`src/rtl/led_fade_pwm_pkg.sv`:
```
// Shared constants and types for the LED afterglow driver.
package led_pkg;

  // Default geometry and decay rate of the fade driver.
  localparam int LED_CHANNELS   = 8;
  localparam int LED_PWM_BITS   = 8;
  localparam int LED_DECAY_LOG2 = 16;
  localparam int LED_DECAY_STEP = 8;

  // Brightness value at default PWM resolution.
  typedef logic [LED_PWM_BITS-1:0] bright_t;

  // Full-scale brightness for a given PWM width.
  function automatic int bmax_of(input int pwm_bits);
    return (1 << pwm_bits) - 1;
  endfunction

endpackage

```
`src/rtl/led_fade_pwm_channel.sv`:
```
// One LED channel: brightness register with set/clear/saturating decay,
// rendered as a PWM bit by comparing against the shared PWM counter.
module led_fade_channel
  import led_pkg::*;
#(
  parameter int PWM_BITS   = LED_PWM_BITS,
  parameter int DECAY_STEP = LED_DECAY_STEP
) (
  input  logic                clk,
  input  logic                rst,
  input  logic                pattern_bit,
  input  logic                fade_en,
  input  logic                decay_tick,
  input  logic [PWM_BITS-1:0] pwm_cnt,
  output logic                led,
  output logic                lit
);

  localparam logic [PWM_BITS-1:0] BMAX = PWM_BITS'(bmax_of(PWM_BITS));
  localparam logic [PWM_BITS-1:0] STEP = PWM_BITS'(DECAY_STEP);

  logic [PWM_BITS-1:0] bright_reg;
  logic [PWM_BITS-1:0] bright_next;

  // Update priority: a lit pattern bit beats bypass, which beats decay.
  always_comb begin
    bright_next = bright_reg;
    if (pattern_bit) begin
      bright_next = BMAX;
    end else if (!fade_en) begin
      bright_next = '0;
    end else if (decay_tick) begin
      bright_next = (bright_reg < STEP) ? '0 : bright_reg - STEP;
    end
  end

  // Brightness state.
  always_ff @(posedge clk or posedge rst) begin
    if (rst) begin
      bright_reg <= '0;
    end else begin
      bright_reg <= bright_next;
    end
  end

  // PWM output: on while brightness exceeds the counter.
  always_ff @(posedge clk or posedge rst) begin
    if (rst) begin
      led <= 1'b0;
    end else begin
      led <= (bright_reg > pwm_cnt);
    end
  end

  assign lit = |bright_reg;

endmodule

```
`src/rtl/led_fade_pwm.sv`:
```
// LED afterglow driver: shared prescaler and PWM counter feeding one fade
// channel per pattern bit.
module led_fade_pwm
  import led_pkg::*;
#(
  parameter int CHANNELS   = LED_CHANNELS,
  parameter int PWM_BITS   = LED_PWM_BITS,
  parameter int DECAY_LOG2 = LED_DECAY_LOG2,
  parameter int DECAY_STEP = LED_DECAY_STEP
) (
  input  logic                clk,
  input  logic                rst,
  input  logic [CHANNELS-1:0] pattern_in,
  input  logic                fade_en,
  output logic [CHANNELS-1:0] led_out,
  output logic                pwm_frame,
  output logic                active
);

  logic [DECAY_LOG2-1:0] prescaler_reg;
  logic [PWM_BITS-1:0]   pwm_cnt_reg;
  logic [CHANNELS-1:0]   pattern_q;
  logic [CHANNELS-1:0]   lit;
  logic                  decay_tick;

  // One decay tick per prescaler wrap.
  assign decay_tick = &prescaler_reg;

  // Free-running prescaler and PWM counter; both wrap naturally.
  always_ff @(posedge clk or posedge rst) begin
    if (rst) begin
      prescaler_reg <= '0;
      pwm_cnt_reg   <= '0;
    end else begin
      prescaler_reg <= prescaler_reg + 1'b1;
      pwm_cnt_reg   <= pwm_cnt_reg + 1'b1;
    end
  end

  // Register the raw pattern, flag the PWM period start, summarize activity.
  always_ff @(posedge clk or posedge rst) begin
    if (rst) begin
      pattern_q <= '0;
      pwm_frame <= 1'b0;
      active    <= 1'b0;
    end else begin
      pattern_q <= pattern_in;
      pwm_frame <= &pwm_cnt_reg;
      active    <= |lit;
    end
  end

  generate
    for (genvar gi = 0; gi < CHANNELS; gi++) begin : g_ch
      led_fade_channel #(
        .PWM_BITS   (PWM_BITS),
        .DECAY_STEP (DECAY_STEP)
      ) u_ch (
        .clk         (clk),
        .rst         (rst),
        .pattern_bit (pattern_q[gi]),
        .fade_en     (fade_en),
        .decay_tick  (decay_tick),
        .pwm_cnt     (pwm_cnt_reg),
        .led         (led_out[gi]),
        .lit         (lit[gi])
      );
    end
  endgenerate

endmodule

```
`config.mk`:
```
export PLATFORM = sky130hd
export DESIGN_NAME = led_fade_pwm
export DESIGN_NICKNAME = d
export VERILOG_FILES = /design/src/rtl/led_fade_pwm_pkg.sv /design/src/rtl/led_fade_pwm_channel.sv /design/src/rtl/led_fade_pwm.sv
export SDC_FILE = /design/constraint.sdc
export NUM_CORES = 1
export LEC_CHECK = 0
export BUFFER_PORTS_ARGS = -buffer_cell sky130_fd_sc_hd__buf_2
export CAP_MARGIN = 20
export CELL_PAD_IN_SITES_DETAIL_PLACEMENT = 1
export CELL_PAD_IN_SITES_GLOBAL_PLACEMENT = 1
export CORE_MARGIN = 10
export CORE_UTILIZATION = 53
export DETAILED_ROUTE_END_ITERATION = 7
export PLACE_DENSITY = 0.9
export SYNTH_ARGS = -nofsm -noshare
export SYNTH_HDL_FRONTEND = slang
export SYNTH_SLANG_ARGS = --single-unit
```
`constraint.sdc`:
```
create_clock -name clk -period 5.4 [get_ports clk]
set_input_delay 0.54 -clock clk [delete_from_list [all_inputs] [get_ports clk]]
set_output_delay 0.54 -clock clk [all_outputs]
set_load 0.01 [all_outputs]
```
Yosys cells after proc, flatten, opt, wreduce, memory -nomap -nowiden

Index checks and enable logic that the tools add are counted.

Eq/ne operators: 8
Reduce and logical (&&, ||, !) cells: 3
Muxes and demuxes: 32
$mul: 0
Div/mod/pow operators: 0
Shift operators: 0
$lt $le $gt $ge: 16
Add/sub/neg operators: 10
Bitwise gates (word level): 0

Operators by type and width:

| cell                                                                 | number |
|---|---|
| 8-bit 2-to-1 mux                                                     | 32 |
| 8-bit > comparator                                                   | 8 |
| 8-bit by 4-bit < comparator with 1-bit output, second input constant | 8 |
| 64-bit OR reduction                                                  | 1 |
| 8-bit by 4-bit subtractor with 8-bit output, second input constant   | 8 |
| 3-bit by 1-bit != test with 1-bit output, second input constant      | 8 |
| 16-bit by 1-bit adder with 16-bit output, second input constant      | 1 |
| 16-bit AND reduction                                                 | 1 |
| 8-bit by 1-bit adder with 8-bit output, second input constant        | 1 |
| 8-bit AND reduction                                                  | 1 |

Output and inout bits: 10
Register bits after elaboration: 106
Memories kept: 0
Latch bits: 0
Bits in writable memories: 0
Bits of input ports: 11
Bits in read-only memories: 0
Word-level logic and storage cells: 90

Longest topological paths before layout

Gate-level depths: netlist of run 1.

Depth in word-level cells: 5
Mapped depth: 8
Mapped depth without buffers: 7

Modules after synthesis

Synthesis of run 1 repeated with hierarchy kept, for this count alone.

Cells, all modules: 618
Area total of the unflattened synthesis: 5863.1 µm²

Modules (own cells, without submodules):

| module           | times used | cells an instance | area an instance (µm²) | sequential area each (µm²) |
|---|---|---|---|---|
| led_fade_channel | 8          | 65                | 573.0                  | 175.2 |
| led_fade_pwm     | 1          | 98                | 1278.7                 | 850.8 |

Least setup slack after synthesis of run 1

OpenSTA, ideal clock, no wires.

Path kind: register to register
Start point: register prescaler_reg[0]
End point: register g_ch[0].u_ch.bright_reg[6]
Required time: 5.335 ns
Clock period less this slack: 2.000 ns
Slack: 3.400 ns
Path buffers: 2
Setup time: 0.065 ns
Cell stages (with the launch flop): 8
Data arrival time: 1.935 ns
Cells stage by stage: dfrtp_1 ha_1 nand3_2 or4_4 buf_6 buf_6 o41ai_1 or2_1

Cells in the longest elaborated chain, start to end: 2

Ends and longest elaborated chain:

| item                                               | line                       | source |
|---|---|---|
| start: declaration                                 | led_fade_pwm.sv:20         | `logic [DECAY_LOG2-1:0] prescaler_reg;` |
| start signal: assignment                           | led_fade_pwm.sv:35         | `prescaler_reg <= prescaler_reg + 1'b1;` |
| 16-bit AND reduction                               | led_fade_pwm.sv:27         | `assign decay_tick = &prescaler_reg;` |
| 3-bit by 1-bit != test with 1-bit output (no line) | n/a                        |  |
| end signal: assignment                             | led_fade_pwm_channel.sv:42 | `bright_reg <= bright_next;` |
| end: declaration                                   | led_fade_pwm_channel.sv:22 | `logic [PWM_BITS-1:0] bright_reg;` |

Every way passes these cells.
A chain may end at the register's enable or synchronous reset.

Worst setup path in the final report of run 1

Start point: input port fade_en
End point: register g_ch[1].u_ch.bright_reg[7]

Cells in the longest elaborated chain, start to end: 2
Elaborated cells on any way between the ends: 3
Those cells by class: eq/ne: 1; mux: 2

Ends and longest elaborated chain:

| item                   | line                       | source |
|---|---|---|
| start: declaration     | led_fade_pwm.sv:14         | `input logic fade_en,` |
| 8-bit 2-to-1 mux       | led_fade_pwm_channel.sv:30 | `end else if (!fade_en) begin` |
| 8-bit 2-to-1 mux       | led_fade_pwm_channel.sv:28 | `if (pattern_bit) begin` |
| end signal: assignment | led_fade_pwm_channel.sv:42 |  |
| end: declaration       | led_fade_pwm_channel.sv:22 |  |

Parallel ways exist; a longest one is shown, timed or not.

==> results of run 1 <==
stage by stage:
step                total power, mW  setup WS [ps]  cell area, sq um
global route                   1.51           2490              5990
finish                         1.44           2730              5990
global placement              0.902           2470              5760
detailed placement            0.922           2370              5760
floorplan                     0.868           2520              5590
CTS                            1.45           2720              5980
cell usage after synthesis (5+ instances only):
master	n
sky130_fd_sc_hd__xor2_1	7
sky130_fd_sc_hd__a31o_2	8
sky130_fd_sc_hd__a311o_1	13
sky130_fd_sc_hd__nand3_1	14
sky130_fd_sc_hd__a21oi_1	27
sky130_fd_sc_hd__o22ai_1	7
sky130_fd_sc_hd__ha_1	74
sky130_fd_sc_hd__inv_1	38
sky130_fd_sc_hd__nor3_1	29
sky130_fd_sc_hd__nor2_1	26
sky130_fd_sc_hd__a21o_1	15
sky130_fd_sc_hd__nand2b_1	8
sky130_fd_sc_hd__dfrtp_1	90
sky130_fd_sc_hd__nor2b_1	14
sky130_fd_sc_hd__o41ai_1	6
sky130_fd_sc_hd__o21bai_1	12
sky130_fd_sc_hd__nand2_1	34
sky130_fd_sc_hd__o31ai_1	7
sky130_fd_sc_hd__a31oi_1	7
sky130_fd_sc_hd__nor4_1	9
sky130_fd_sc_hd__or3_1	11
sky130_fd_sc_hd__o21ai_0	15
sky130_fd_sc_hd__nand4_1	19
sky130_fd_sc_hd__buf_4	8
sky130_fd_sc_hd__and3_1	5
sky130_fd_sc_hd__clkbuf_1	7
sky130_fd_sc_hd__xnor2_1	13
critical path: cells and delay by family:
family                 cells  cell delay, ps
AO/OA/AOI/OAI              2             870
buffers and inverters      2            1560
per-layer routing:
metal,track usage (%),vias up
met3,5.79,44
met5,0,-
met2,38.2,96
met1,24.0,2297
li1,-,2111
met4,9.79,0
layout make-up:
| class | count | area [sq um] | share of cell area [%] |
|---|---|---|---|
| multi-input combinational | 413 | 3080 | 51.4 |
| sequential | 90 | 2250 | 37.6 |
| tap | 136 | 170 | 2.84 |
| clock buffer | 13 | 159 | 2.65 |
| inverter | 39 | 148 | 2.46 |
| timing repair buffer | 23 | 126 | 2.11 |
| clock inverter | 2 | 60.1 | 1.00 |
where the power goes:
part           switching [mW]  leakage (nW)  internal (mW)
sequential             0.0452          1.02          0.705
clock                   0.240         0.110          0.284
combinational          0.0899          1.57         0.0701
total                   0.376          2.70           1.06
final timing paths:
path / startpoint / to / depth (start not counted)
setup reg to reg: prescaler_reg[0] / g_ch[6].u_ch.bright_reg[6] / 6
hold / removal: rst / g_ch[7].u_ch.led / 2
setup / recovery: fade_en / g_ch[1].u_ch.bright_reg[7] / 4
hold reg to reg: prescaler_reg[0] / prescaler_reg[0] / 1
min in group clk: pattern_in[1] / pattern_q[1] / 1
max in group asynchronous: rst / prescaler_reg[5] / 3
logic make-up after synthesis:
logic type	count (synthesis)	synth area share [%]
buffers and inverters	57	4.65
DFF	90	40.3
AOI/OAI and AO/OA	128	16.0
muxes	3	0.537
xor gates and xnor gates	20	3.13
and+or+nand+nor	188	18.8
adders and majority gates	74	16.6
==> metrics.csv, run 1 <==
stage;metric;value;unit
sta;drv_slew;0;
critical_path;worstPathMaxFanout;41;
grt;antenna_violations_before_repair;0;
drt;highest-signal-layer;met4;
clock_tree;cts-hold-fix-buffers;0;
clock_tree;clk_transition_reported_paths;90;ps
yosys;syn_nets;645;
sta;slew_at_the_pin_closest_to_its_max_slew_limit;993;ps
drt;drt_iter0_markers;250;
yosys;synth_area_leader_cell;sky130_fd_sc_hd__dfrtp_1;
clock_tree;clock_path_buffers;2;
cells_and_area;antenna_cells;0;
min_path;timing.hold.worst.class;in2async;
sta;final_min_period_over_clock_period;49.4;%
pwr;ir_drop;0.149;mV
yosys;synth-edff-count;0;
cells_and_area;layout_common_cells;sky130_fd_sc_hd__dfrtp_1, sky130_fd_sc_hd__ha_1, sky130_fd_sc_hd__inv_1;
floorplan;core;10300;sq um
clock_tree;cts_buffers;9;
yosys;avgSynthCellArea;9.99;sq um
drt;met3_length;667;um
cells_and_area;finish.utilization;58.1;%
clock_tree;cts-root-buf;sky130_fd_sc_hd__clkbuf_8;
yosys;yosysUniqueCellTypes;51;
drt;wl_per_cell;21.2;um
yosys;syn-cell-area;5590;sq um
floorplan;top_level_ports;21;
drt;route.vias.total;4548;
critical_path;crit_path_max_delay_cell_type;sky130_fd_sc_hd__clkinv_1;
sta;max-slew-margin-rel;32.9;%
cells_and_area;layout.cells.most_common;sky130_fd_sc_hd__dfrtp_1;
cells_and_area;final-instance-count-excl-fill;716;
critical_path;critical_path.cell_chain;buf_2, clkinv_1, a2111oi_0, a311o_1;
place;place.gp.congestion;0.846;
outcome;outcome;finished, final reports clean;
cells_and_area;area_growth_syn_to_layout;7.21;%
job;cap_viol_max_count;0;
critical_path;critPathMaxStageDelay;960;ps
clock_tree;post_cts_resize_count;0;
clock_tree;post_cts_buffers;0;
floorplan;horiz_die_dim;123;um
yosys;yosysSeqAreaShare;40.3;%
floorplan;floorplan.initialDensity;54.2;%
yosys;ys.flop_type;sky130_fd_sc_hd__dfrtp_1;
critical_path;critPathLaunchType;input port;
grt;grt_first_pass_wirelength;25900;um
critical_path;arrival;2990;ps
place;placement.io_buffers;20;
drt;routed_wl;15200;um
drt;drtPass1Iterations;5;
grt;grt_start_max_net_pins;53;
yosys;synthTopCellsByArea;sky130_fd_sc_hd__dfrtp_1, sky130_fd_sc_hd__ha_1, sky130_fd_sc_hd__nor3_1;
pwr;power.leakage;2.70;nW
sta;hold-worst-slack;238;ps
place;placed_cells_incl_taps;700;
drt;final_antenna_net_count;0;
grt;vias_in_the_first_global_route;5140;
yosys;synth_largest_type_area_fraction;40.3;%
sta;fmax;375;MHz
drt;drt_drc_violations_left;0;
cells_and_area;design.final.nets;661;
yosys;ys_warnings;0;
yosys;synth.ff_latch_count;90;
clock_tree;cts.sinks;90;
sta;fin_tns_setup;0;ps
place;hpwl;10700;um
drt;drt-met1-wl;6090;um
yosys;postSynthCellCount;560;
floorplan;dieHeight;123;um
pwr;cellPowerDensity;239;nW/um^2
clock_tree;insertion_delay_of_the_later_clocked_pin_in_the_worst_skew_pair;390;ps
floorplan;floorplan.rows;37;
clock_tree;tritoncts;yes;
clock_tree;htree_levels;3;
yosys;synth_async_sr_flop_share;100;%
sta;skew;10.9;ps
sta;grt_setup_unrepaired;no;
sta;finalSetupViolCount;0;
critical_path;setup.worst_path.end_class;register;
cells_and_area;largest_register_ffs;48;
grt;grt-ovfl-total;0;
floorplan;dieArea;15100;sq um
cells_and_area;fillCellCount;1149;
critical_path;timing.setup.critical_path_class;in2reg;
drt;via_per_inst;6.35;
critical_path;required_arrival_time_at_the_worst_endpoint;5720;ps
sta;hold_viol;0;
cells_and_area;post_route_cells_drive_above_1_share;8.97;%
critical_path;register_to_register_setup_slack;2770;ps
drt;met2WireLength;7890;um
sta;fin_crit;2670;ps
grt;groute.usage.overall;21.7;%
Note: power is estimated with default switching activity, not from simulation.
==> run 2, diff against run 1 <==
Settings changed: CORE_UTILIZATION 53 to 50, PLACE_DENSITY 0.9 to 0.86.
Clock period 5.4 ns to 2.78 ns, I/O delays scaled along.
==> run 2 against run 1 <==
Sequential power rose by 95%. Core utilization down 1.7 points. Die area grew 5.0%. Non-clock buffer count grew 18. Via count grew 1.2%. Routed wire length grew 1.7%. Setup slack worse by 2300 ps. Clock skew grew 8.1 ps. Sequential share of layout area decreased by 0.87 points. Final cell count is 3.2% higher. Power rose by 86%. Critical path type is now reg2reg. Largest cell class unchanged. Highest routed layer unchanged.
==> metrics.csv, run 2 (synthesis results as in run 1) <==
stage;metric;value;unit
sta;slew_at_the_pin_closest_to_its_max_slew_limit;618;ps
drt;drtPass1Iterations;5;
sta;final_min_period_over_clock_period;84.2;%
cells_and_area;area_growth_syn_to_layout;9.76;%
clock_tree;cts.sinks;90;
cells_and_area;layout.cells.most_common;sky130_fd_sc_hd__dfrtp_1;
critical_path;required_arrival_time_at_the_worst_endpoint;3110;ps
floorplan;core;10900;sq um
place;place.gp.congestion;0.857;
floorplan;top_level_ports;21;
grt;groute.usage.overall;19.9;%
critical_path;crit_path_max_delay_cell_type;sky130_fd_sc_hd__or4_4;
drt;route.vias.total;4603;
sta;hold_viol;0;
clock_tree;insertion_delay_of_the_later_clocked_pin_in_the_worst_skew_pair;390;ps
grt;grt_start_max_net_pins;56;
pwr;cellPowerDensity;435;nW/um^2
min_path;timing.hold.worst.class;in2reg;
clock_tree;htree_levels;3;
grt;antenna_violations_before_repair;0;
floorplan;dieArea;15800;sq um
floorplan;horiz_die_dim;126;um
critical_path;critPathLaunchType;register;
drt;drt-met1-wl;6430;um
outcome;outcome;finished, final reports clean;
critical_path;setup.worst_path.end_class;register;
drt;via_per_inst;6.23;
sta;drv_slew;0;
drt;routed_wl;15400;um
drt;met2WireLength;7850;um
critical_path;worstPathMaxFanout;27;
cells_and_area;final_design_area_no_fill;6140;sq um
drt;final_antenna_net_count;0;
clock_tree;clk_transition_reported_paths;100;ps
drt;drt_drc_violations_left;0;
grt;grt_first_pass_wirelength;26000;um
cells_and_area;post_route_cells_drive_above_1_share;10.5;%
drt;wl_per_cell;20.9;um
drt;highest-signal-layer;met4;
critical_path;critical_path.cell_chain;ha_1, nand3_2, or4_4, or3_1, o21ai_0, a21o_1;
cells_and_area;layout_common_cells;sky130_fd_sc_hd__dfrtp_1, sky130_fd_sc_hd__ha_1, sky130_fd_sc_hd__inv_1;
sta;fin_crit;2340;ps
floorplan;dieHeight;126;um
job;cap_viol_max_count;0;
sta;grt_setup_unrepaired;no;
sta;max-slew-margin-rel;58.5;%
critical_path;critPathMaxStageDelay;730;ps
cells_and_area;design.final.nets;679;
place;placement.io_buffers;20;
drt;met3_length;755;um
place;placedInstanceArea;5860;sq um
clock_tree;clock_path_buffers;2;
place;hpwl;11100;um
grt;vias_in_the_first_global_route;5127;
critical_path;timing.critical_path.buf_inv;0;
pwr;power.leakage;2.77;nW
floorplan;floorplan.rows;38;
critical_path;arrival;2670;ps
clock_tree;cts-root-buf;sky130_fd_sc_hd__clkbuf_8;
critical_path;timing.setup.critical_path_class;reg2reg;
clock_tree;tritoncts;yes;
cells_and_area;largest_register_ffs;48;
pwr;ir_drop;0.444;mV
clock_tree;post_cts_resize_count;0;
cells_and_area;antenna_cells;0;
sta;fmax;427;MHz
critical_path;cpLargestDelayFamily;simple AND/OR/NAND/NOR gates;
sta;skew;19.0;ps
grt;grt-ovfl-total;0;
sta;finalSetupViolCount;0;
drt;drt_iter0_markers;334;
clock_tree;cts_buffers;9;
floorplan;floorplan.initialDensity;51.4;%
sta;fin_tns_setup;0;ps
run 2: cell count changes in the layout (fill, tap and decap cells not counted), sizes merged:
cell / change
clkinv: +1
clkinvlp: +1
clkbuf: -1
bufinv: -2
inv: +2
buf: +9
dlygate4sd3: +9
run 2: power by group:
| part | internal (mW) | switching (mW) |
|---|---|---|
| sequential | 1.37 | 0.0856 |
| clock | 0.381 | 0.502 |
| combinational | 0.149 | 0.179 |
run 2: what timing repair did:
| item | in CTS | in global routing |
|---|---|---|
| hold buffers | 9 | 0 |
| setup buffers | 0 | 0 |
| endpoints found under the hold margin | 43 | 0 |
| setup endpoints to repair | 0 | 0 |
run 2: worst paths after layout:
| path | start | to | slack [ps] | cells past startpoint |
|---|---|---|---|---|
| worst max-delay path | prescaler_reg[0] | g_ch[6].u_ch.bright_reg[3] | 440 | 6 |
| worst min-delay path | fade_en | g_ch[3].u_ch.bright_reg[7] | 330 | 2 |
| worst max register to register | prescaler_reg[0] | g_ch[6].u_ch.bright_reg[3] | 440 | 6 |
| worst min register to register | prescaler_reg[0] | prescaler_reg[0] | 490 | 1 |
| max in group asynchronous | rst | g_ch[5].u_ch.bright_reg[7] | 1640 | 4 |
| min in group asynchronous | rst | g_ch[1].u_ch.bright_reg[7] | 470 | 3 |
run 2: layout make-up:
| cell class | count | area, sq um |
|---|---|---|
| fillers | 1225 | 4750 |
| well taps | 140 | 175 |
| inverters | 39 | 149 |
| repair buffers | 41 | 293 |
| multi-input cells | 413 | 3080 |
| clock buffers | 12 | 155 |
| flip-flops and latches | 90 | 2250 |
| clock inverters | 4 | 33.8 |
run 2: layer usage:
| layer | global-route usage, % | vias up |
|---|---|---|
| met5 | 0 | - |
| met4 | 7.77 | 0 |
| met3 | 4.45 | 32 |
| met2 | 35.1 | 116 |
| met1 | 22.9 | 2317 |
| li1 | - | 2138 |
run 2: stage by stage:
step | setup slack [ps] | util [%] | total power [mW] | instances | hold slack, ps
4_1_cts | 410 | 56.4 | 2.70 | 739 | 321
3_5_place_dp | 448 | 53.8 | 1.80 | 714 | 346
3_3_place_gp | 597 | 53.8 | 1.76 | 714 | 345
6_report | 440 | 56.4 | 2.67 | 739 | 326
5_1_grt | 136 | 56.4 | 2.81 | 739 | 327
2_1_floorplan | 167 | - | 1.69 | 560 | 309
==> run 3, diff against run 2 <==
Clock period 2.78 ns to 2.2 ns, I/O delays scaled along.
==> run 3 against run 2 <==
Combinational power up 26%. Clock power up 37%. Routed wire length up 3.3%. Power rose by 30%.
==> metrics.csv, run 3 (synthesis results as in run 1) <==
stage;metric;value;unit
outcome;outcome;finished, final reports clean;
drt;wl_per_cell;21.0;um
drt;drt_iter0_markers;316;
critical_path;required_arrival_time_at_the_worst_endpoint;2520;ps
sta;final_min_period_over_clock_period;96.9;%
sta;max-slew-margin-rel;60.1;%
cells_and_area;design.final.nets;697;
critical_path;setup.worst_path.end;g_ch[0].u_ch.bright_reg[3];
critical_path;critPathLaunchType;register;
drt;final_antenna_net_count;0;
drt;route.vias.total;4711;
clock_tree;cts_buffers;9;
grt;grt_first_pass_wirelength;26200;um
clock_tree;clk_transition_reported_paths;90;ps
pwr;cellPowerDensity;548;nW/um^2
critical_path;timing.setup.critical_path_class;reg2reg;
grt;grt-ovfl-total;0;
cells_and_area;antenna_cells;0;
critical_path;setup.worst_path.end_class;register;
grt;grt_start_max_net_pins;91;
clock_tree;insertion_delay_of_the_later_clocked_pin_in_the_worst_skew_pair;380;ps
clock_tree;cts-root-buf;sky130_fd_sc_hd__clkbuf_8;
pwr;power.leakage;2.86;nW
place;hpwl;11100;um
floorplan;dieArea;15800;sq um
floorplan;floorplan.rows;38;
cells_and_area;post_route_cells_drive_above_1_share;13.3;%
cells_and_area;register_area;2250;sq um
critical_path;r2r.worst_path.cells;7;
sta;drv_slew;0;
critical_path;rr_endpoint;g_ch[0].u_ch.bright_reg[3];
clock_tree;clock_path_buffers;2;
drt;drt_drc_violations_left;0;
critical_path;arrival;2460;ps
sta;fmax;469;MHz
clock_tree;cts.sinks;90;
sta;hold_viol;0;
drt;drtPass1Iterations;6;
drt;routed_wl;15900;um
cells_and_area;layout.cells.most_common;sky130_fd_sc_hd__dfrtp_1;
sta;fin_crit;2130;ps
cells_and_area;multi_input_area;3100;sq um
floorplan;top_level_ports;21;
floorplan;dieHeight;126;um
cells_and_area;fillCellCount;1210;
sta;finalSetupViolCount;0;
clock_tree;htree_levels;3;
clock_tree;tritoncts;yes;
grt;vias_in_the_first_global_route;5114;
cells_and_area;final-instance-count-excl-fill;757;
sta;skew;6.80;ps
cells_and_area;layout_common_cells;sky130_fd_sc_hd__dfrtp_1, sky130_fd_sc_hd__ha_1, sky130_fd_sc_hd__inv_1;
critical_path;worstPathMaxFanout;6;
critical_path;startpoint;prescaler_reg[1];
sta;fin_tns_setup;0;ps
grt;antenna_violations_before_repair;0;
pwr;ir_drop;0.487;mV
floorplan;core;10900;sq um
drt;via_per_inst;6.22;
floorplan;horiz_die_dim;126;um
job;cap_viol_max_count;0;
grt;groute.usage.overall;20.2;%
place;place.gp.congestion;0.812;
min_path;timing.hold.worst.class;in2reg;
cells_and_area;largest_register_ffs;48;
floorplan;floorplan.initialDensity;51.4;%
place;placed_cells_incl_taps;726;
critical_path;register_to_register_setup_slack;70;ps
cells_and_area;area_growth_syn_to_layout;13.1;%
sta;slew_at_the_pin_closest_to_its_max_slew_limit;593;ps
sta;grt_setup_unrepaired;yes;
critical_path;start_of_the_worst_register_to_register_path;prescaler_reg[1];
place;placement.io_buffers;20;
[run 3: cell types whose count changed in the layout (fill, tap and decap cells not counted)]
cell / delta
sky130_fd_sc_hd__clkinv_4: -1
sky130_fd_sc_hd__a2111oi_0: -1
sky130_fd_sc_hd__nand3_2: -1
sky130_fd_sc_hd__buf_4: +17
sky130_fd_sc_hd__ha_4: +1
sky130_fd_sc_hd__a2111oi_1: +1
sky130_fd_sc_hd__bufinv_16: +1
sky130_fd_sc_hd__clkinvlp_4: +2
sky130_fd_sc_hd__inv_4: -1
sky130_fd_sc_hd__clkbuf_8: -1
sky130_fd_sc_hd__nand3_4: +1
sky130_fd_sc_hd__ha_1: -1
sky130_fd_sc_hd__buf_12: +1
[run 3: final cells by class]
| class | count | area share (%) |
|---|---|---|
| tap | 140 | 2.77 |
| clock inverter | 5 | 0.990 |
| timing repair buffer | 59 | 6.97 |
| inverter | 39 | 2.37 |
| clock buffer | 11 | 2.24 |
| multi-input combinational | 413 | 49.0 |
| sequential | 90 | 35.6 |
[run 3: power breakdown]
part | total [mW] | internal, mW | leakage [nW] | switching [mW]
Combinational | 0.416 | 0.189 | 1.74 | 0.227
Clock | 1.21 | 0.563 | 0.0962 | 0.647
Sequential | 1.84 | 1.73 | 1.02 | 0.110
Total | 3.47 | 2.48 | 2.86 | 0.984
[run 3: worst min path at each step]
stage / to / start / depth (start not counted)
global route: g_ch[7].u_ch.bright_reg[4] / fade_en / 4
detailed placement: pattern_q[7] / pattern_in[7] / 1
floorplan: pattern_q[0] / pattern_in[0] / 0
finish: g_ch[7].u_ch.bright_reg[5] / fade_en / 4
CTS: g_ch[7].u_ch.bright_reg[5] / fade_en / 4
global placement: pattern_q[1] / pattern_in[1] / 1
[run 3: repair_timing]
action / in CTS / in global routing
endpoints found under the hold margin: 93 / 0
resized for setup: 0 / 5
setup buffers: 0 / 6
hold buffers: 9 / 0
setup endpoints to repair: 0 / 18
[run 3: per-stage QoR]
step / utilization (%) / instance area, sq um / hold WS (ps) / total power, mW / worst slack [ps]
2_1_floorplan: - / 5600 / 251 / 2.13 / 200
3_5_place_dp: 54.8 / 5960 / 329 / 2.27 / 11.8
5_1_grt: 58.1 / 6320 / 438 / 3.63 / -39.9
3_3_place_gp: 54.8 / 5960 / 327 / 2.22 / 136
6_report: 58.1 / 6320 / 423 / 3.47 / 67.3
4_1_cts: 57.5 / 6260 / 406 / 3.48 / 0.00422
[run 3: layer usage]
metal	part of all wire, %	up-vias	wire [um]	GRT usage, %
met2	52	114	8240	35.6
met4	2.1	0	339	7.50
li1	-	2179	-	-
met1	42	2387	6620	23.7
met5	0	-	0	0
met3	4.6	31	737	4.24
[run 3: worst max-delay path, cell delays in order, from the launching register on]
cell,delay [ps]
sky130_fd_sc_hd__dfrtp_1,420
sky130_fd_sc_hd__ha_4,170
sky130_fd_sc_hd__nand3_4,90
sky130_fd_sc_hd__or4_4,610
sky130_fd_sc_hd__buf_4,190
sky130_fd_sc_hd__or3_1,350
sky130_fd_sc_hd__o21ai_0,90
sky130_fd_sc_hd__a21o_1,140
